**config.mk**
```make
export PLATFORM = sky130hd
export DESIGN_NAME = alu_share_ctrl
export DESIGN_NICKNAME = d
export VERILOG_FILES = /design/src/rtl/alu_pkg.sv /design/src/rtl/alu_share_ctrl_alu.sv /design/src/rtl/alu_share_ctrl.sv
export SDC_FILE = /design/constraint.sdc
export NUM_CORES = 1
export LEC_CHECK = 0
export ABC_AREA = 1
export ABC_CLOCK_PERIOD_IN_PS = 15900
export BUFFER_PORTS_ARGS = -buffer_cell sky130_fd_sc_hd__buf_2
export CELL_PAD_IN_SITES_DETAIL_PLACEMENT = 1
export CELL_PAD_IN_SITES_GLOBAL_PLACEMENT = 1
export CORE_ASPECT_RATIO = 0.9
export CORE_UTILIZATION = 40
export CTS_BUF_LIST = sky130_fd_sc_hd__clkbuf_8
export CTS_CLUSTER_DIAMETER = 60
export DETAILED_ROUTE_END_ITERATION = 10
export PLACE_DENSITY_LB_ADDON = 0.1
export REMOVE_ABC_BUFFERS = 1
export SYNTH_ARGS = -nofsm -noshare
export SYNTH_HDL_FRONTEND = slang
export SYNTH_HIERARCHICAL = 1
export SYNTH_SLANG_ARGS = --single-unit
```
**constraint.sdc**
```tcl
create_clock -name clk -period 15.9 [get_ports clk]
set_clock_uncertainty 0.15 [all_clocks]
set_input_delay 1.59 -clock clk [delete_from_list [all_inputs] [get_ports clk]]
set_output_delay 1.59 -clock clk [all_outputs]
set_load 0.01 [all_outputs]
```
**src/rtl/alu_pkg.sv**
```systemverilog
// Shared types and widths for the shared-ALU controller and its datapath.
package alu_pkg;

    localparam int DATA_W = 16;

    typedef enum logic [2:0] {
        OP_SUB  = 3'b000,
        OP_ADD  = 3'b001,
        OP_MUL  = 3'b010,
        OP_DIV3 = 3'b011,
        OP_AND  = 3'b100,
        OP_SHL  = 3'b101,
        OP_SHR  = 3'b110,
        OP_INV  = 3'b111
    } alu_op_t;

    typedef enum logic [1:0] {
        IDLE = 2'b00,
        EXEC = 2'b01,
        RESP = 2'b10
    } ctrl_state_t;

endpackage

```
**src/rtl/alu_share_ctrl_alu.sv**
```systemverilog
// Combinational ALU shared by both requesters; the unsupported code yields zero.
module ALU
    import alu_pkg::*;
#(
    parameter int W = DATA_W
) (
    input  logic [W-1:0] A,
    input  logic [W-1:0] B,
    input  alu_op_t      Op,
    output logic [W-1:0] Result,
    output logic         Zero,
    output logic         Carry,
    output logic         OverFlow,
    output logic         Negative
);

    localparam logic [W-1:0] THREE = W'(3);

    logic [W:0]     w_wide;
    logic [2*W-1:0] w_prod;
    logic [W-1:0]   w_result;
    logic           w_carry;
    logic           w_ovf;

    // Evaluate the selected operation; carry/overflow only mean something for the arithmetic ops
    always_comb begin
        w_wide   = '0;
        w_prod   = '0;
        w_result = '0;
        w_carry  = 1'b0;
        w_ovf    = 1'b0;
        case (Op)
            OP_SUB: begin
                w_wide   = {1'b0, A} - {1'b0, B};
                w_result = w_wide[W-1:0];
                w_carry  = w_wide[W];
                w_ovf    = (A[W-1] != B[W-1]) && (w_result[W-1] != A[W-1]);
            end
            OP_ADD: begin
                w_wide   = {1'b0, A} + {1'b0, B};
                w_result = w_wide[W-1:0];
                w_carry  = w_wide[W];
                w_ovf    = (A[W-1] == B[W-1]) && (w_result[W-1] != A[W-1]);
            end
            OP_MUL: begin
                w_prod   = {{W{1'b0}}, A} * {{W{1'b0}}, B};
                w_result = w_prod[W-1:0];
                w_carry  = |w_prod[2*W-1:W];
            end
            OP_DIV3: w_result = A / THREE;
            OP_AND:  w_result = A & B;
            OP_SHL: begin
                w_result = {A[W-2:0], 1'b0};
                w_carry  = A[W-1];
            end
            OP_SHR: begin
                w_result = {1'b0, A[W-1:1]};
                w_carry  = A[0];
            end
            default: w_result = '0;
        endcase
    end

    assign Result   = w_result;
    assign Zero     = (w_result == '0);
    assign Carry    = w_carry;
    assign OverFlow = w_ovf;
    assign Negative = w_result[W-1];

endmodule

```
**src/rtl/alu_share_ctrl.sv**
```systemverilog
// Round-robin arbiter sharing one ALU between two requesters, with a tagged,
// back-pressured response channel and saturating per-requester completion counters.
module alu_share_ctrl
    import alu_pkg::*;
#(
    parameter int DATA_W = alu_pkg::DATA_W,
    parameter int CNT_W  = 16
) (
    input  logic              clk,
    input  logic              rst,
    input  logic [1:0]        req_valid,
    output logic [1:0]        req_ready,
    input  logic [2:0]        req_op0,
    input  logic [2:0]        req_op1,
    input  logic [DATA_W-1:0] req_a0,
    input  logic [DATA_W-1:0] req_b0,
    input  logic [DATA_W-1:0] req_a1,
    input  logic [DATA_W-1:0] req_b1,
    output logic              rsp_valid,
    input  logic              rsp_ready,
    output logic              rsp_id,
    output logic [DATA_W-1:0] rsp_data,
    output logic              rsp_zero,
    output logic              rsp_err,
    output logic              busy,
    output logic [CNT_W-1:0]  done_cnt0,
    output logic [CNT_W-1:0]  done_cnt1
);

    ctrl_state_t       r_state;
    ctrl_state_t       w_nextState;
    logic              r_rr;
    logic              w_grant;
    logic              w_handshake;
    alu_op_t           r_op;
    logic [DATA_W-1:0] r_a;
    logic [DATA_W-1:0] r_b;
    logic              r_id;
    logic [DATA_W-1:0] r_rspData;
    logic              r_rspZero;
    logic              r_rspErr;
    logic              r_rspId;
    logic [CNT_W-1:0]  r_doneCnt [2];
    logic [DATA_W-1:0] w_aluResult;
    logic              w_aluZero;

    // A lone valid requester wins outright; on contention the round-robin pointer decides
    assign w_grant     = (req_valid == 2'b11) ? r_rr : req_valid[1];
    assign w_handshake = (r_state == IDLE) && (|req_valid);

    ALU #(.W(DATA_W)) u_alu (
        .A        (r_a),
        .B        (r_b),
        .Op       (r_op),
        .Result   (w_aluResult),
        .Zero     (w_aluZero),
        .Carry    (),
        .OverFlow (),
        .Negative ()
    );

    // State register
    always_ff @(posedge clk) begin
        if (rst) r_state <= IDLE;
        else     r_state <= w_nextState;
    end

    // Next-state and request-accept decode
    always_comb begin
        w_nextState = r_state;
        req_ready   = 2'b00;
        case (r_state)
            IDLE: begin
                if (|req_valid) begin
                    req_ready   = w_grant ? 2'b10 : 2'b01;
                    w_nextState = EXEC;
                end
            end
            EXEC:    w_nextState = RESP;
            RESP:    if (rsp_ready) w_nextState = IDLE;
            default: w_nextState = IDLE;
        endcase
    end

    // Operand capture on handshake, result capture in EXEC, counter update on accept
    always_ff @(posedge clk) begin
        if (rst) begin
            r_rr         <= 1'b0;
            r_op         <= OP_SUB;
            r_a          <= '0;
            r_b          <= '0;
            r_id         <= 1'b0;
            r_rspData    <= '0;
            r_rspZero    <= 1'b0;
            r_rspErr     <= 1'b0;
            r_rspId      <= 1'b0;
            r_doneCnt[0] <= '0;
            r_doneCnt[1] <= '0;
        end else begin
            case (r_state)
                IDLE: begin
                    if (w_handshake) begin
                        r_op <= alu_op_t'(w_grant ? req_op1 : req_op0);
                        r_a  <= w_grant ? req_a1 : req_a0;
                        r_b  <= w_grant ? req_b1 : req_b0;
                        r_id <= w_grant;
                        r_rr <= ~w_grant;
                    end
                end
                EXEC: begin
                    r_rspData <= w_aluResult;
                    r_rspZero <= w_aluZero;
                    r_rspErr  <= (r_op == OP_INV);
                    r_rspId   <= r_id;
                end
                RESP: begin
                    if (rsp_ready && (r_doneCnt[r_id] != {CNT_W{1'b1}}))
                        r_doneCnt[r_id] <= r_doneCnt[r_id] + 1'b1;
                end
                default: ;
            endcase
        end
    end

    assign rsp_valid = (r_state == RESP);
    assign busy      = (r_state != IDLE);
    assign rsp_data  = r_rspData;
    assign rsp_zero  = r_rspZero;
    assign rsp_err   = r_rspErr;
    assign rsp_id    = r_rspId;
    assign done_cnt0 = r_doneCnt[0];
    assign done_cnt1 = r_doneCnt[1];

endmodule

```
### Word level (Yosys, flattened, before mapping)

Memory sizes are Yosys's and may differ from the RTL's. A register that Yosys moved wholly into a read port is not among the register bits.
Index checks and enable logic that the tools add are counted.

| storage, ports and cells | value |
|---|---|
| register bits | 58 |
| memory bits (writable) | 32 |
| output and inout port bits | 55 |
| word-level logic and storage cells | 63 |
| memories kept | 1 |

| cells by class | value |
|---|---|
| add/sub/neg operators | 3 |
| multipliers | 1 |
| divide/modulo/power cells | 1 |
| equal/unequal tests | 13 |
| multiplexer cells | 22 |
| bitwise gates (word level) | 2 |
| reductions and logical operators | 10 |

Memory list:

| name | words | width | read ports | clocked after Yosys merged registers in | write ports | line | source |
|---|---|---|---|---|---|---|---|
| r_doneCnt | 2 | 16 | 3 | 1 | 2 | alu_share_ctrl.sv:43 | `logic [CNT_W-1:0] r_doneCnt [2];` |

Operators by type and width:

| operator | number |
|---|---|
| $pmux W16 S7 | 1 |
| $mux W16 | 3 |
| $add A16 B1 Y16 const B | 1 |
| $add A16 B16 Y16 | 1 |
| $and A16 B16 Y16 | 1 |
| $div A16 B2 Y16 const B | 1 |
| $logic_not A16 Y1 | 1 |
| $mul A16 B16 Y16 | 1 |
| $ne A16 B16 Y1 const B | 1 |
| $reduce_or A16 Y1 | 1 |
| $sub A16 B16 Y16 | 1 |
| $eq A3 B3 Y1 const B | 4 |
| $mux W1 | 11 |
| $mux W2 | 5 |
| $eq A3 B2 Y1 const B | 2 |
| $pmux W2 S3 | 1 |
| $eq A2 B2 Y1 const B | 2 |
| $ne A2 B1 Y1 const B | 2 |
| $reduce_and A2 Y1 | 2 |
| $eq A3 B1 Y1 const B | 1 |
| $logic_not A3 Y1 | 1 |
| $mux W3 | 1 |
| $eq A2 B1 Y1 const B | 1 |
| $logic_and A1 B1 Y1 | 2 |
| 4 further kinds | 4 |

### Longest topological paths before layout

| logic depth | value |
|---|---|
| depth after elaboration | 8 |
| mapped depth | 48 |
| depth with buffers taken out | 47 |

### Cells and area by module

Netlist, hierarchy kept.

By module, submodules not included:

| module | instances | cells each | area each (µm²) |
|---|---|---|---|
| ALU | 1 | 1655 | 11324.6 |
| alu_share_ctrl | 1 | 535 | 4272.8 |

### Least setup slack after synthesis

Ideal clock, no wire load.

| timing | value |
|---|---|
| kind | register to register |
| start | register r_a[1] |
| end | register r_rspZero, in the netlist rsp_zero |
| setup time | 64 ps |
| data arrival time | 6460 ps |
| required time | 15686 ps |
| slack | 9226 ps |
| cell stages (with the launch flop) | 39 |
| path buffers | 2 |
| cell sequence | dfxtp_1 > buf_2 > clkbuf_1 > nand2_1 > fa_1 > inv_1 > fa_1 > ha_1 > fa_1 > inv_1 > fa_1 > fa_1 > inv_1 > ha_1 > o21ai_0 > nand2_1 > nand2_1 > nand2_1 > [3 not listed] > nand2_1 > nand2_1 > inv_1 > nor2_1 > o21bai_1 > o21ai_0 > o211ai_1 > a31oi_1 > nand3_1 > nor2_1 > nand4_1 > nor3_1 > nand2_1 > nor4_1 > nand3_1 > a21oi_2 > nor2_1 > nor2_1 |

| between the ends | value |
|---|---|
| word-level cells in the longest chain between the ends | 3 |
| elaborated cells on any way between the ends | 7 |
| those cells by class | 2 x add/sub; 1 x mul; 1 x div; 1 x mux; 1 x bitwise; 1 x reduce/logical |

RTL lines:

| item | line | source |
|---|---|---|
| from (decl) | alu_share_ctrl.sv:36 | `logic [DATA_W-1:0] r_a;` |
| from (signal assigned) | alu_share_ctrl.sv:104 | `r_a <= w_grant ? req_a1 : req_a0;` |
| $div A16 B2 Y16 (tied with other cells) | alu_share_ctrl_alu.sv:50 | `OP_DIV3: w_result = A / THREE;` |
| $pmux W16 S7 * | alu_share_ctrl_alu.sv:32 | `case (Op)` |
| net u_alu.Negative | alu_share_ctrl_alu.sv:14 | `output logic Negative` |
| $logic_not A16 Y1 * | alu_share_ctrl_alu.sv:65 | `assign Zero = (w_result == '0);` |
| net w_aluZero | alu_share_ctrl.sv:45 | `logic w_aluZero;` |
| to (signal assigned) | alu_share_ctrl.sv:112 | `r_rspZero <= w_aluZero;` |
| to (decl) | alu_share_ctrl.sv:40 | `logic r_rspZero;` |

The timed path passes the listed nets; every way through them passes the cells marked *.
A chain may end at the register's enable or synchronous reset.

### Final worst setup path

| timing | value |
|---|---|
| start | register r_a[4] |
| end | register r_rspZero, in the netlist rsp_zero |

| between the ends | value |
|---|---|
| word-level cells in the longest chain between the ends | 3 |
| elaborated cells on any way between the ends | 7 |
| those cells by class | 2 x add/sub; 1 x mul; 1 x div; 1 x mux; 1 x bitwise; 1 x reduce/logical |

RTL lines:

| item | line | source |
|---|---|---|
| $div A16 B2 Y16 (tied with other cells) | alu_share_ctrl_alu.sv:50 |  |
| $pmux W16 S7 * | alu_share_ctrl_alu.sv:32 |  |
| net w_aluResult[15] | alu_share_ctrl.sv:44 | `logic [DATA_W-1:0] w_aluResult;` |
| $logic_not A16 Y1 * | alu_share_ctrl_alu.sv:65 |  |
| net w_aluZero | alu_share_ctrl.sv:45 |  |

Marks and branches as above.

==> flow_summary.yaml <==
placement:
  place.gp.congestion: 0.9021
  dp_hpwl_mm: 28.04
  portBuffers: 129
  placedInstanceArea_mm2: 0.01191
finish:
  drive_above_1_share: 0.1522
  fin_area_mm2: 0.01209
  antenna_cells: 0
  multi_input_area_mm2: 0.007237
  fin_nets: 1919
  fill_cells: 3594
  layout.area.seq_mm2: 0.002142
  syn2layout_area_growth_pct: 9.151
  post-route-util: 0.4461
die:
  core_area_mm2: 0.02710
  rows: 57
  die_h_um: 159.9
  dieArea_mm2: 0.02836
  die_w_um: 177.4
  start_util: 0.4087
  io_pins: 130
clocking:
  clock_latency_ns: 0.38
  htree_levels: 3
  post-cts-setup-buffers: 0
  post_cts_resized: 0
  clk_pin_slew_ns: 0.11
  cts_buffers: 9
  cts_root_buf: "clkbuf_8"
  clock_tree.buffer_depth: 2
  hold_buffers: 0
  cts_tree: "yes"
  cts_num_sinks: 91
setup_path:
  cp_common_cell: "nand2_1"
  setup.worst_path.class: "flop to flop"
  critPathLaunch: "r_a[4]"
  worstSetupStartpointType: "flop"
  worst-r2r-cell-count: 37
  reg2reg_slack_ns: 8.43
  r2r_start: "r_a[4]"
  cp-end-kind: "flop"
  r2r-end: "rsp_zero"
  max_stage_delay_ns: 0.77
  worst-path-max-fanout: 16
  arrival_ns: 7.62
  worst_path_max_delay_cell: "dfxtp_1"
  cp-endpoint: "rsp_zero"
  worstPathRequired_ns: 16.05
sta:
  rsz0062_at_grt: "no"
  max_freq_mhz: 134.0
  setup_violations: 0
  setup_tns_ns: 0
  hold_viol_final: 0
  max-slew-margin-rel: 0.3211
  holdWs_ns: 0.3387
  drv_slew: 0
  post-route-period-util: 0.4695
  worst-slew-pin-transition_ns: 1.016
  layout_min_cycle_time_ns: 7.465
grt:
  grt_use_total: 0.2573
  grt_pass1_wl_mm: 56.79
  antenna_found_initial: 0
  grt_overflow: 0
  grt_pass1_vias: 10714
  grt_max_degree: 56
pwr:
  ir_drop_v: 0.00004868
  swShare: 0.4920
  internal_power_uw: 507.4
  pwr-share-seq: 0.294
  combPwrFrac: 0.552
  static-leakage-power_uw: 0.006601
  switchingPower_uw: 491.5
  p_per_area_mw_per_mm2: 82.63
  pwr-share-clk: 0.154
synth:
  synth_cells: 1594
  yosys_warnings: 6
  syn_area_per_cell_um2: 6.948
  syn_area_mm2: 0.01108
route:
  first_pass_iters: 5
  avgViaCountPerCell: 5.045
  vias: 10207
  avgRoutedWirePerCell_um: 17.46
  antenna_left: 0
  drt_wl_total_mm: 35.32
  drtIter0Drc: 512
  remaining_drc_errors: 0
job:
  cap_violations: 0
status:
  status: "complete, no violations"
hold_path:
  worstHoldPathType: "flop to flop"
-- worst max-delay path: cells and delay by family, from the launching register on --
family                   cells  cell delay [ns]
AO/OA/AOI/OAI                8             1.21
buffers and inverters        5             0.31
flip-flops                   1             0.77
AND/OR/NAND/NOR             16             1.68
adder cells (fa/ha/maj)      8             3.23
-- power groups by stage --
| stage | Combinational [µW] | Sequential, µW | Clock [µW] |
|---|---|---|---|
| floorplan | 368 | 301 | 0 |
| global placement | 537 | 297 | 0 |
| detailed placement | 552 | 298 | 0 |
| CTS | 557 | 293 | 158 |
| global route | 632 | 297 | 165 |
| finish | 552 | 294 | 153 |
-- area by class of cell --
| cell class | instances | share of cell area |
|---|---|---|
| Multi-Input combinational cell | 1074 | 0.5986 |
| Sequential cell | 91 | 0.1772 |
| Inverter | 336 | 0.1049 |
| Timing Repair Buffer | 152 | 0.06769 |
| Tap cell | 354 | 0.03664 |
| Clock buffer | 9 | 0.01025 |
| Clock inverter | 7 | 0.004657 |
-- routing by layer --
metal | share of wire | GRT usage | vias to the layer above
met5 | 0 | 0 | -
met4 | 0.020 | 0.06061 | 0
met3 | 0.038 | 0.03548 | 29
met2 | 0.47 | 0.4235 | 191
met1 | 0.48 | 0.3555 | 4984
li1 | - | - | 5003
-- cells in the final DEF, fill, tap and decap left out, types with 11 or more instances in the layout --
cell	instances
a21oi_1	48
a31oi_1	30
buf_2	129
buf_4	23
dfxtp_1	59
edfxtp_1	32
fa_1	96
ha_1	84
inv_1	321
nand2_1	412
nand2_2	30
nand3_1	47
nor2_1	134
o21ai_0	78
o21ai_2	11
-- metrics by stage --
stage / std cells / power (µW) / setup WS (ns)
after global routing: 2023 / 1094 / 7.831
after global placement: 2007 / 834.1 / 8.632
after CTS: 2023 / 1008 / 8.427
after floorplan: 1501 / 669.7 / 9.422
after detailed placement: 2007 / 850.8 / 8.470
final: 2023 / 999.0 / 8.435
-- flip-flops by register name, indices dropped and copies added, names as in the netlist, named ones only --
register,count
rsp_data,16
r_state,2
r_op,3
r_b,16
rsp_id,1
r_doneCnt,32
rsp_err,1
rsp_zero,1
r_id,1
r_a,16
r_rr,1
-- worst min path at each step --
| stage | start | to | cells after the start |
|---|---|---|---|
| 4_1_cts | r_rr | r_rr | 2 |
| 5_1_grt | r_rr | r_rr | 2 |
| 6_report | r_rr | r_rr | 2 |
| 3_3_place_gp | r_rr | r_rr | 2 |
| 3_5_place_dp | r_rr | r_rr | 2 |
| 2_1_floorplan | r_rr | r_rr | 2 |
(Power assumes the default switching activity.)
